<file path="config.mk">
export PLATFORM = sky130hd
export DESIGN_NAME = memory_access_unit
export DESIGN_NICKNAME = d
export VERILOG_FILES = /design/src/rtl/memory_access_unit.sv
export SDC_FILE = /design/constraint.sdc
export NUM_CORES = 1
export LEC_CHECK = 0
export BUFFER_PORTS_ARGS = -buffer_cell sky130_fd_sc_hd__buf_2
export CAP_MARGIN = 10
export CORE_ASPECT_RATIO = 0.5
export CORE_MARGIN = 8
export CORE_UTILIZATION = 35
export CTS_CLUSTER_DIAMETER = 200
export DETAILED_ROUTE_END_ITERATION = 10
export PLACE_DENSITY = 0.88
export SYNTH_ARGS = -nofsm -noshare
export SYNTH_HDL_FRONTEND = slang
export SYNTH_SLANG_ARGS = --single-unit
</file>
<file path="constraint.sdc">
create_clock -name clk -period 1.5 [get_ports clk]
set_input_delay 0.075 -clock clk [delete_from_list [all_inputs] [get_ports clk]]
set_output_delay 0.075 -clock clk [all_outputs]
set_load 0.005 [all_outputs]
</file>
<file path="src/rtl/memory_access_unit.sv">
`timescale 1ns/1ps
// -----------------------------------------------------------------------------
// memory_access_unit
//
// MEM-stage data-memory access controller. It takes one load or store from the
// EX/MEM pipeline register and turns it into a single req/ack bus transaction.
// Store data is replicated into byte lanes with matching byte enables. Load data
// is selected from the returned word and then sign- or zero-extended. stall_o
// is held high until the access completes, so the upstream pipeline enables
// can be gated with it.
//
// Optional feature: define MISALIGN_TRAP_EN to trap misaligned halfword and
// word accesses. A trapped access goes straight to DONE with no bus request,
// misaligned_o is raised for as long as DONE lasts, and ReadData_o is cleared.
// If the macro is undefined, the low address bits are ignored for the alignment
// check and misaligned_o is tied low.
//
// Parameters
//   DATA_WIDTH   bus data/address width (only 32 is supported)
//   ADDR_WIDTH   register-file index width of the pipeline this unit sits in
//
// Ports
//   clk, rst_n     clock (posedge) and asynchronous active-low reset
//   MemWrite_i     store request (has priority over a load)
//   ResultSrc_i    2'b01 marks a load
//   MemoryOp_i     funct3: 000 B, 001 H, 010 W, 100 BU, 101 HU (others as W)
//   ALUResult_i    byte address
//   WriteData_i    right-aligned store data
//   pipe_en_i      EX/MEM register advances at the next edge
//   mem_req_o      bus request (only while BUSY)
//   mem_we_o       bus write strobe
//   mem_addr_o     word-aligned bus address
//   mem_be_o       byte enables
//   mem_wdata_o    lane-aligned store data
//   mem_ack_i      one-cycle completion strobe; mem_rdata_i is valid with it
//   mem_rdata_i    read word
//   ReadData_o     extended load result, registered
//   stall_o        pipeline must hold (combinational)
//   misaligned_o   misaligned access trapped (MISALIGN_TRAP_EN only)
// -----------------------------------------------------------------------------
module memory_access_unit #(
  parameter int DATA_WIDTH = 32,
  parameter int ADDR_WIDTH = 5
) (
  input  logic                  clk,
  input  logic                  rst_n,
  input  logic                  MemWrite_i,
  input  logic [1:0]            ResultSrc_i,
  input  logic [2:0]            MemoryOp_i,
  input  logic [DATA_WIDTH-1:0] ALUResult_i,
  input  logic [DATA_WIDTH-1:0] WriteData_i,
  input  logic                  pipe_en_i,
  output logic                  mem_req_o,
  output logic                  mem_we_o,
  output logic [DATA_WIDTH-1:0] mem_addr_o,
  output logic [3:0]            mem_be_o,
  output logic [DATA_WIDTH-1:0] mem_wdata_o,
  input  logic                  mem_ack_i,
  input  logic [DATA_WIDTH-1:0] mem_rdata_i,
  output logic [DATA_WIDTH-1:0] ReadData_o,
  output logic                  stall_o,
  output logic                  misaligned_o
);

  // The lane logic below is written for a 32-bit bus only.
  if (DATA_WIDTH != 32 || ADDR_WIDTH < 1) begin : g_bad_cfg
    $error("memory_access_unit: DATA_WIDTH must be 32 and ADDR_WIDTH >= 1");
  end

  typedef enum logic [1:0] {
    IDLE = 2'd0,
    BUSY = 2'd1,
    DONE = 2'd2
  } state_t;

  typedef enum logic [1:0] {
    SZ_BYTE,
    SZ_HALF,
    SZ_WORD
  } size_t;

  state_t                state;
  logic                  req_q;
  logic [DATA_WIDTH-1:0] read_q;
  logic                  mis_q;

  // ---------------------------------------------------------------------------
  // Request decode
  // ---------------------------------------------------------------------------
  logic       is_store;
  logic       is_load;
  logic       access;
  logic [1:0] a;
  size_t      size;
  logic       trap;

  assign is_store = MemWrite_i;
  assign is_load  = ~MemWrite_i & (ResultSrc_i == 2'b01);
  assign access   = is_store | is_load;
  assign a        = ALUResult_i[1:0];

  // funct3[1:0] alone selects the size; funct3[2] only picks zero-extension.
  // Codes 011, 110 and 111 fall into the word case.
  always_comb begin
    // NOTE: every combinational output gets a default first, so no path through
    // the block leaves it unassigned and no latch is inferred.
    size = SZ_WORD;
    case (MemoryOp_i[1:0])
      2'b00:   size = SZ_BYTE;
      2'b01:   size = SZ_HALF;
      default: size = SZ_WORD;
    endcase
  end

`ifdef MISALIGN_TRAP_EN
  assign trap = ((size == SZ_HALF) & a[0]) | ((size == SZ_WORD) & (a != 2'b00));
`else
  assign trap = 1'b0;
`endif

  // ---------------------------------------------------------------------------
  // Bus side: combinational from the EX/MEM inputs, which stay stable while
  // stall_o is high, so they are stable for the whole BUSY phase.
  // ---------------------------------------------------------------------------
  assign mem_req_o  = req_q;
  assign mem_we_o   = is_store;
  assign mem_addr_o = {ALUResult_i[DATA_WIDTH-1:2], 2'b00};

  always_comb begin
    mem_be_o    = 4'b1111;
    mem_wdata_o = WriteData_i;
    if (is_store) begin
      case (size)
        SZ_BYTE: begin
          mem_be_o    = 4'b0001 << a;
          mem_wdata_o = {4{WriteData_i[7:0]}};
        end
        SZ_HALF: begin
          // Without the trap, a[0] is ignored and the half sits in lane pair a[1].
          mem_be_o    = 4'b0011 << {a[1], 1'b0};
          mem_wdata_o = {2{WriteData_i[15:0]}};
        end
        default: begin
          mem_be_o    = 4'b1111;
          mem_wdata_o = WriteData_i;
        end
      endcase
    end
  end

  // ---------------------------------------------------------------------------
  // Load extraction and extension from the returned word
  // ---------------------------------------------------------------------------
  logic [7:0]            byte_sel;
  logic [15:0]           half_sel;
  logic                  sign_ext;
  logic [DATA_WIDTH-1:0] load_ext;

  assign sign_ext = ~MemoryOp_i[2];
  assign half_sel = a[1] ? mem_rdata_i[31:16] : mem_rdata_i[15:0];

  always_comb begin
    byte_sel = mem_rdata_i[7:0];
    case (a)
      2'd0: byte_sel = mem_rdata_i[7:0];
      2'd1: byte_sel = mem_rdata_i[15:8];
      2'd2: byte_sel = mem_rdata_i[23:16];
      2'd3: byte_sel = mem_rdata_i[31:24];
      default: byte_sel = mem_rdata_i[7:0];
    endcase
  end

  always_comb begin
    load_ext = mem_rdata_i;
    case (size)
      SZ_BYTE: load_ext = {{24{sign_ext & byte_sel[7]}}, byte_sel};
      SZ_HALF: load_ext = {{16{sign_ext & half_sel[15]}}, half_sel};
      default: load_ext = mem_rdata_i;
    endcase
  end

  // ---------------------------------------------------------------------------
  // Control FSM with registered request, load result and trap flag.
  // req_q mirrors "state == BUSY". Because it is a flop on the asynchronous
  // reset, the bus request drops as soon as rst_n falls and the in-flight
  // transaction is abandoned.
  // ---------------------------------------------------------------------------
  always_ff @(posedge clk or negedge rst_n) begin
    // NOTE: state registers use non-blocking assignments so every flop samples
    // the values from before the edge, whatever order the statements are in.
    if (!rst_n) begin
      state  <= IDLE;
      req_q  <= 1'b0;
      read_q <= '0;
      mis_q  <= 1'b0;
    end else begin
      case (state)
        IDLE: begin
          if (access) begin
            if (trap) begin
              state  <= DONE;
              read_q <= '0;
              mis_q  <= 1'b1;
            end else begin
              state <= BUSY;
              req_q <= 1'b1;
            end
          end
        end
        BUSY: begin
          if (mem_ack_i) begin
            state <= DONE;
            req_q <= 1'b0;
            if (is_load) begin
              read_q <= load_ext;
            end
          end
        end
        DONE: begin
          // Wait here until the pipeline takes the result. The access is not
          // issued again, and an ack that arrives in this state is ignored.
          if (pipe_en_i) begin
            state <= IDLE;
            mis_q <= 1'b0;
          end
        end
        default: begin
          state <= IDLE;
          req_q <= 1'b0;
          mis_q <= 1'b0;
        end
      endcase
    end
  end

  assign ReadData_o = read_q;
  // The stall rises in the IDLE cycle that sees the request, before any flop
  // has changed, so the EX/MEM register never advances past an open access.
  assign stall_o    = ((state == IDLE) & access) | (state == BUSY);

`ifdef MISALIGN_TRAP_EN
  assign misaligned_o = mis_q;
`else
  logic unused_mis;
  assign unused_mis   = mis_q;
  assign misaligned_o = 1'b0;
`endif

endmodule

</file>
# Word-level counts from Yosys, hierarchy flattened
# Index checks and enable logic that the tools add are counted.
dict set report classes {
  shifts 2
  n_eq_ne 11
  n_mux 15
  bitwise 9
  n_reduce_logical 7
}
# cell count
set op_table {}
lappend op_table {{$pmux 32 s2} 2}
lappend op_table {{$mux 32} 1}
lappend op_table {{$pmux 8 s4} 1}
lappend op_table {{$mux 16} 1}
lappend op_table {{$eq 2x1->1 const B} 5}
lappend op_table {{$reduce_and 3->1} 3}
lappend op_table {{$logic_not 2->1} 4}
lappend op_table {{$pmux 4 s2} 1}
lappend op_table {{$eq 2x2->1 const B} 3}
lappend op_table {{$mux 2} 3}
lappend op_table {{$ne 2x2->1 const B} 3}
lappend op_table {{$pmux 2 s3} 1}
lappend op_table {{$and 1x1->1} 4}
lappend op_table {{$mux 4} 1}
lappend op_table {{$pmux 2 s2} 1}
lappend op_table {{$shl 1x2->4 const A} 1}
lappend op_table {{$shl 2x2->4 const A} 1}
lappend op_table {{$not 1->1} 3}
lappend op_table {{$pmux 1 s3} 1}
lappend op_table {{$mux 1} 2}
lappend op_table {{$or 1x1->1} 2}
dict set report word_totals {
  inputBits 106
  wordCells 47
  regBits 35
}

# Depth between registers and ports, before layout
# Gate-level depths: netlist of the first run.
dict set report depth {
  word_depth 5
  ltp_mapped 6
  ltp_nobuf 4
}

# Worst setup path before layout of the first run
# Ideal clock, no wire load.
dict set report synth_timing {
  kind {reg2reg}
  startpoint {register state[1]}
  endpoint {register read_q[10], in the netlist ReadData_o[10]}
  setup_time_ps 130
  t_arrival_ps 1423
  path_slack_ps -53
  required_ps 1370
  path_stages_with_launch 6
  synth_period_minus_slack_ps 1553
  cell_sequence {dfrtp_1 -> or4_1 -> clkbuf_1 -> buf_6 -> a221oi_2 -> a21oi_1}
}
dict set report synth_via {
  elab_chain_len 2
}
# element line_no
set synth_lines {}
lappend synth_lines {{start: declaration} 82} ;# state_t state;
lappend synth_lines {{start signal: assignment} 192} ;# state <= IDLE;
lappend synth_lines {{start signal: assignment} 201} ;# state <= DONE;
lappend synth_lines {{start signal: assignment} 205} ;# state <= BUSY;
lappend synth_lines {{$eq 2x1->1} 197} ;# case (state)
lappend synth_lines {{$reduce_and 3->1 (no line)} -}
lappend synth_lines {{end signal: assignment} 215} ;# read_q <= load_ext;
lappend synth_lines {{end: declaration} 84} ;# logic [DATA_WIDTH-1:0] read_q;
# No other way between the ends.
# A chain may end at the register's enable or synchronous reset.

# Worst setup path after layout of the first run
# Ends and elaborated chain as after synthesis.

==> impl_results.md, run 1 <==
* Status: complete, but fails checks
* Failing checks: setup timing
* # rows at 21
* CP endpoint kind: flop
* Core area at 6830 um^2
* Worst VDD drop at 0.000507 V
* TNS Setup at -469 ps
* Yosys Warn Count at 0
* Root Buffer: clkbuf_16
* Clock skew at 6.52 ps
* Die ar. at 10300 um^2
* Sequential area share after synthesis at 34.8%
* Mux contribution to synthesized area at 13.9%
* Post-synth EDFFs at 0
* Max-slew violation count at 0
* Critical path fanouts, max at 20
* Initial antenna violation count at 0
* CTS buffer count at 5
* Adder-cell share of the synthesized area at 0%
* Pwr dens at 1370 nW/um^2
* Routability congestion estimate from global placement at 0.799
* Hpwl dp at 7.36 mm
* Area of the multi-input gates at 1290 um^2
* Yosys top cell by area: dfrtp_1
* PnR worst setup slack at -102 ps
* First-pass GRT wire length at 14.8 mm
* DRT Pass-1 Iters at 5
* Antenna Cells at 0
* Num ports at 210
* Via density at 5.32
* Layout cells sized above 1 at 49.5%
* Routed wire length at 9.35 mm
* CP Data Required Time at 1640 ps
* FF-to-FF path depth at 4
* Hold WS at 60.5 ps
* WL/cell at 18.8 um
* Critical path class: flop to flop
* Complex-gate fraction of the synthesized area at 22.1%
* Initial Utilization at 36.8%
* Synth Area in Simple Gates at 12.8%
* Post-route ant nets at 0
* RSZ-0062 raised after global routing: yes
* Vias in the first global route at 2797
* Most frequent cell after synthesis: buf_4
* Die Height at 76.0 um
* DP Area at 3160 um^2
* Maximum number of pins on one net before global-route repair at 36
* Worst Path Arrival at 1740 ps
* Dpl ws at -65.5 ps
* TritonCTS clock tree: done
* Initial DRC Count at 140
* Async SR Flop Fraction at 100%
* HP Class: primary input to flop
* GRT Util Overall at 17.4%
* Ys flop type: dfrtp_1
* H-Tree Depth at 2
* Leak pwr at 1.72 nW
* Skew-Pair Late Insertion Delay at 280 ps
* Fmax at 624 MHz
* Fill cells at 624
* Min cycle time layout at 1600 ps
* CTS Buffer Depth at 2
* Post-Syn Area at 2520 um^2
* Vias at 2641
* IO buf count at 146
* Area contributors post-synth: dfrtp_1, buf_4, a21oi_1
* Crit start category: flop
* Die W at 136 um
* Final nets at 509
* Drt drc at 0
* Syn-to-layout area delta at 35.3%
* Clock sink count at 35
* Final instance area at 3400 um^2
* #FFs+latches synth at 35
* Final hold vios at 0
* Gr ovfl total at 0
* Max cap viols at 0
* Largest family of logic cells by synthesized area: compound AO/OA/AOI/OAI gates
* Post-Synthesis Cells at 287
* Setup-failing EPs final at 15
* Synth cell types at 34
* Avg Synthesized Cell Area at 8.77 um^2
* Hold Crit Depth at 4
* Post-Synth XOR/XNOR Area at 0%
* Fin crit share at 107%
* Post-synth top cells: buf_4, a21oi_1, dfrtp_1
* Share of the synthesized area in the top cell type at 34.8%
* CTS clk-pin slew, worst paths at 60 ps
* Register area at 876 um^2
==> kinds of logic after synthesis <==
logic type | count (synthesis)
multiplexers | 33
AO/OA/AOI/OAI | 84
buffers and inverters | 62
AND/OR/NAND/NOR | 72
flip-flops | 35
other | 1
==> per-layer routing <==
layer,vias to the layer above,wire length (um),track usage (%)
met3,45,849,5.33
met2,166,4610,30.5
li1,1210,-,-
met5,-,0,0
met1,1220,3460,18.5
met4,0,431,9.03
==> metrics by stage <==
step | util [%] | power [mW] | std cells
final | 49.8 | 4.65 | 496
after global routing | 49.8 | 4.94 | 496
after CTS | 49.4 | 4.64 | 496
after detailed placement | 46.2 | 3.43 | 486
after global placement | 46.2 | 3.34 | 486
after floorplan | - | 2.47 | 289
==> timing repair <==
item,in CTS,in global routing
hold endpoints to repair,35,0
setup endpoints to repair,12,25
resized for setup,2,8
gates cloned,1,0
hold buffers,1,0
buffers inserted,0,0
==> power breakdown <==
part | total, mW | switching, mW | internal, mW
registers | 1.70 | 0.276 | 1.42
clock network | 1.19 | 0.403 | 0.783
logic | 1.77 | 0.925 | 0.848
==> final timing paths <==
path,endpoint,from,slack [ps]
worst max-delay path,ReadData_o[10]$_DFFE_PN0P_,state[1]$_DFFE_PN0P_,-100
worst min-delay path,state[1]$_DFFE_PN0P_,pipe_en_i,60
worst max register to register,ReadData_o[10]$_DFFE_PN0P_,state[1]$_DFFE_PN0P_,-100
min in group asynchronous,ReadData_o[7]$_DFFE_PN0P_,rst_n,270
max in group asynchronous,ReadData_o[30]$_DFFE_PN0P_,rst_n,1030
worst min register to register,ReadData_o[6]$_DFFE_PN0P_,ReadData_o[6]$_DFFE_PN0P_,490
==> sequential cells by signal, indices dropped and copies added (netlist names) <==
signal and flops:
mem_req_o 1, ReadData_o 32, state 2
==> cell usage in the layout (no fill, tap or decap), types with 8 or more instances in the layout <==
cell type / synthesis / routed
buf_2: 6 / 146
dfrtp_1: 35 / 35
a21oi_1: 41 / 34
nand2_1: 29 / 29
nor2_1: 29 / 29
mux2i_1: 17 / 17
buf_4: 43 / 16
o21ai_0: 9 / 9
mux2_1: 9 / 9
o21ai_1: 8 / 8
==> final cells by class <==
type                            count  share of cell area, %
Multi-Input combinational cell    192                   37.9
Timing Repair Buffer              167                   27.9
Sequential cell                    35                   25.7
Clock buffer                        5                   3.68
Tap cell                           92                   3.38
Clock inverter                      3                   1.29
Inverter                            2                  0.221
==> critical path, stage by stage (launching register included) <==
cell and delay (ps):
dfrtp_1 370, or4_4 580, buf_12 190, a221oi_2 180, a21oi_1 120
(Power assumes the default switching activity.)
==> inputs of run 2 (changes only) <==
--- a/config.mk
+++ b/config.mk
@@ -9,10 +9,10 @@
 export CAP_MARGIN = 10
 export CORE_ASPECT_RATIO = 0.5
 export CORE_MARGIN = 8
-export CORE_UTILIZATION = 35
+export CORE_UTILIZATION = 39
 export CTS_CLUSTER_DIAMETER = 200
 export DETAILED_ROUTE_END_ITERATION = 10
-export PLACE_DENSITY = 0.88
+export PLACE_DENSITY = 0.92
 export SYNTH_ARGS = -nofsm -noshare
 export SYNTH_HDL_FRONTEND = slang
 export SYNTH_SLANG_ARGS = --single-unit
==> constraint.sdc (replaced) <==
create_clock -name clk -period 1.6 [get_ports clk]
set_input_delay 0.08 -clock clk [delete_from_list [all_inputs] [get_ports clk]]
set_output_delay 0.08 -clock clk [all_outputs]
set_load 0.005 [all_outputs]
==> impl_results.md, run 2 (synthesis results as in run 1) <==
* Vias at 2871 (+8.7%)
* Hold WS at 84.9 ps (+24.4 ps)
* Area of the multi-input gates at 1280 um^2 (-0.87%)
* CP max stage delay at 610 ps (+30 ps)
* Slew HR at 64.5%
* Drt drc at 0 (unchanged)
* CP Data Required Time at 1740 ps (+100 ps)
* Worst VDD drop at 0.000518 V (+2.1%)
* Max reg flops at 32 (unchanged)
* Initial DRC Count at 457 (+230%)
* Antenna Cells at 0 (unchanged)
* Critical path fanouts, max at 5 (-75%)
* CTS clk-pin slew, worst paths at 50 ps (about the same)
* Inst Count DP at 479 (-1.4%)
* Leak pwr at 1.73 nW (+0.19%)
* R2r startpoint: state[1]$_DFFE_PN0P_
* # rows at 20 (-4.8%)
* Die ar. at 9430 um^2 (-8.6%)
* Post-route ant nets at 0 (unchanged)
* Min cycle time layout at 1660 ps (+62.3 ps)
* Die Height at 72.8 um (-4.2%)
* Routability congestion estimate from global placement at 0.875 (+9.5%)
* H-Tree Depth at 2 (unchanged)
* Fmax at 601 MHz (-3.7%)
* CP endpoint kind: flop
* Pwr dens at 1280 nW/um^2 (-6.1%)
* Hold_sp: pipe_en_i
* Hpwl dp at 7.05 mm (-4.2%)
* Vias in the first global route at 2747 (-1.8%)
* CTS buffer count at 5 (unchanged)
* Fill cells at 519 (-17%)
* DRT Pass-1 Iters at 6 (+1)
* Worst slew pin tran at 532 ps
* TNS Setup at -96.0 ps (+373 ps)
* Failing checks: setup timing
* Skew-Pair Late Insertion Delay at 270 ps (about the same)
* Maximum number of pins on one net before global-route repair at 41 (+14%)
* Die W at 130 um (-4.6%)
* Initial antenna violation count at 1 (+1)
* CP Launch Point: state[1]$_DFFE_PN0P_
* Fin crit share at 104% (-2.8 points)
* IO buf count at 146 (unchanged)
* Initial Utilization at 40.9% (+4.0 points)
* Register area at 876 um^2 (unchanged)
* GRT Util Overall at 19.7% (+2.2 points)
* PnR worst setup slack at -63.9 ps (+37.7 ps)
* Setup-failing EPs final at 3 (-12)
* Clock sink count at 35 (unchanged)
* Final nets at 508 (-0.20%)
* Via density at 5.86 (+10%)
* Slowest CP cell: or4_4
* Num ports at 210 (unchanged)
* Root Buffer: clkbuf_16
* Post-CTS Repair Setup Buffers at 0 (unchanged)
* Routed wire length at 10.6 mm (+13%)
* Final hold vios at 0 (unchanged)
* Max-slew violation count at 0 (unchanged)
* Crit start category: flop
* RSZ-0062 raised after global routing: yes
* Critical path class: flop to flop
* WL/cell at 21.6 um (+15%)
* First-pass GRT wire length at 14.5 mm (-1.8%)
* Leading cell types in the layout, fill and taps excluded: buf_2, a21oi_1, dfrtp_1, nand2_1, nor2_1
* Core area at 6160 um^2 (-9.9%)
* Syn-to-layout area delta at 35.3% (about the same)
* HP Class: primary input to flop
* CP Cell Sequence: or4_4 -> clkbuf_16 -> a221oi_2 -> a21oi_1
* Worst Path Arrival at 1800 ps (+60 ps)
* Gr ovfl total at 0 (unchanged)
* Finished Layout Cells at 490 (-1.2%)
* Layout cells sized above 1 at 48.3% (-1.2 points)
* Status: complete, but fails checks
* Max cap viols at 0 (unchanged)
* TritonCTS clock tree: done
* CTS Buffer Depth at 2 (unchanged)
* Commonest non-fill, non-tap cell in the layout: buf_2
* Clock skew at 4.08 ps (-2.44 ps)
run 2: critical path, delay by kind of cell (launching register included):
| family | cells | cell delay (ps) |
|---|---|---|
| AO/OA/AOI/OAI | 2 | 320 |
| buffers and inverters | 1 | 210 |
| flip-flops | 1 | 380 |
| AND/OR/NAND/NOR | 1 | 610 |
run 2: path summary, 6_finish.rpt:
check / cells past startpoint / endpoint / slack (ps)
max reg2reg: 4 / ReadData_o[12]$_DFFE_PN0P_ / -60
min in group asynchronous: 3 / ReadData_o[1]$_DFFE_PN0P_ / 380
max: 4 / ReadData_o[12]$_DFFE_PN0P_ / -60
min reg2reg: 2 / ReadData_o[3]$_DFFE_PN0P_ / 490
max in group asynchronous: 3 / ReadData_o[8]$_DFFE_PN0P_ / 900
min: 4 / state[1]$_DFFE_PN0P_ / 80
run 2: cell type report:
| cell class | count | share of cell area (%) |
|---|---|---|
| multi-input combinational | 192 | 37.5 |
| timing repair buffer | 166 | 28.6 |
| sequential | 35 | 25.7 |
| clock buffer | 6 | 3.79 |
| tap | 88 | 3.24 |
| clock inverter | 1 | 0.882 |
| inverter | 2 | 0.221 |
run 2: power by group:
| group | internal (mW) | switching (mW) | total [mW] |
|---|---|---|---|
| sequential | 1.33 | 0.287 | 1.62 |
| combinational | 0.794 | 0.901 | 1.69 |
| clock | 0.725 | 0.328 | 1.05 |
run 2: per-layer routing:
layer	global-route usage [%]	part of all wire [%]	vias up
met5	0	0.12	-
met4	13.4	7.1	2
met3	5.10	11	89
met2	34.0	49	276
met1	21.1	32	1306
li1	-	-	1198
run 2: repair_timing:
item | 4_1_cts | 5_1_grt
hold endpoints to repair | 35 | 0
setup endpoints to repair | 0 | 10
gates resized for setup | 0 | 6
hold buffers | 1 | 0
run 2: stage by stage:
stage / instance area (um^2) / power [mW] / setup slack, ps / utilization, %
2_1_floorplan: 2520 / 2.31 / 46.5 / -
3_3_place_gp: 3130 / 3.13 / 71.6 / 50.8
3_5_place_dp: 3130 / 3.20 / 24.6 / 50.8
4_1_cts: 3300 / 4.30 / 15.3 / 53.6
5_1_grt: 3400 / 4.62 / -86.0 / 55.3
6_report: 3400 / 4.37 / -63.9 / 55.3
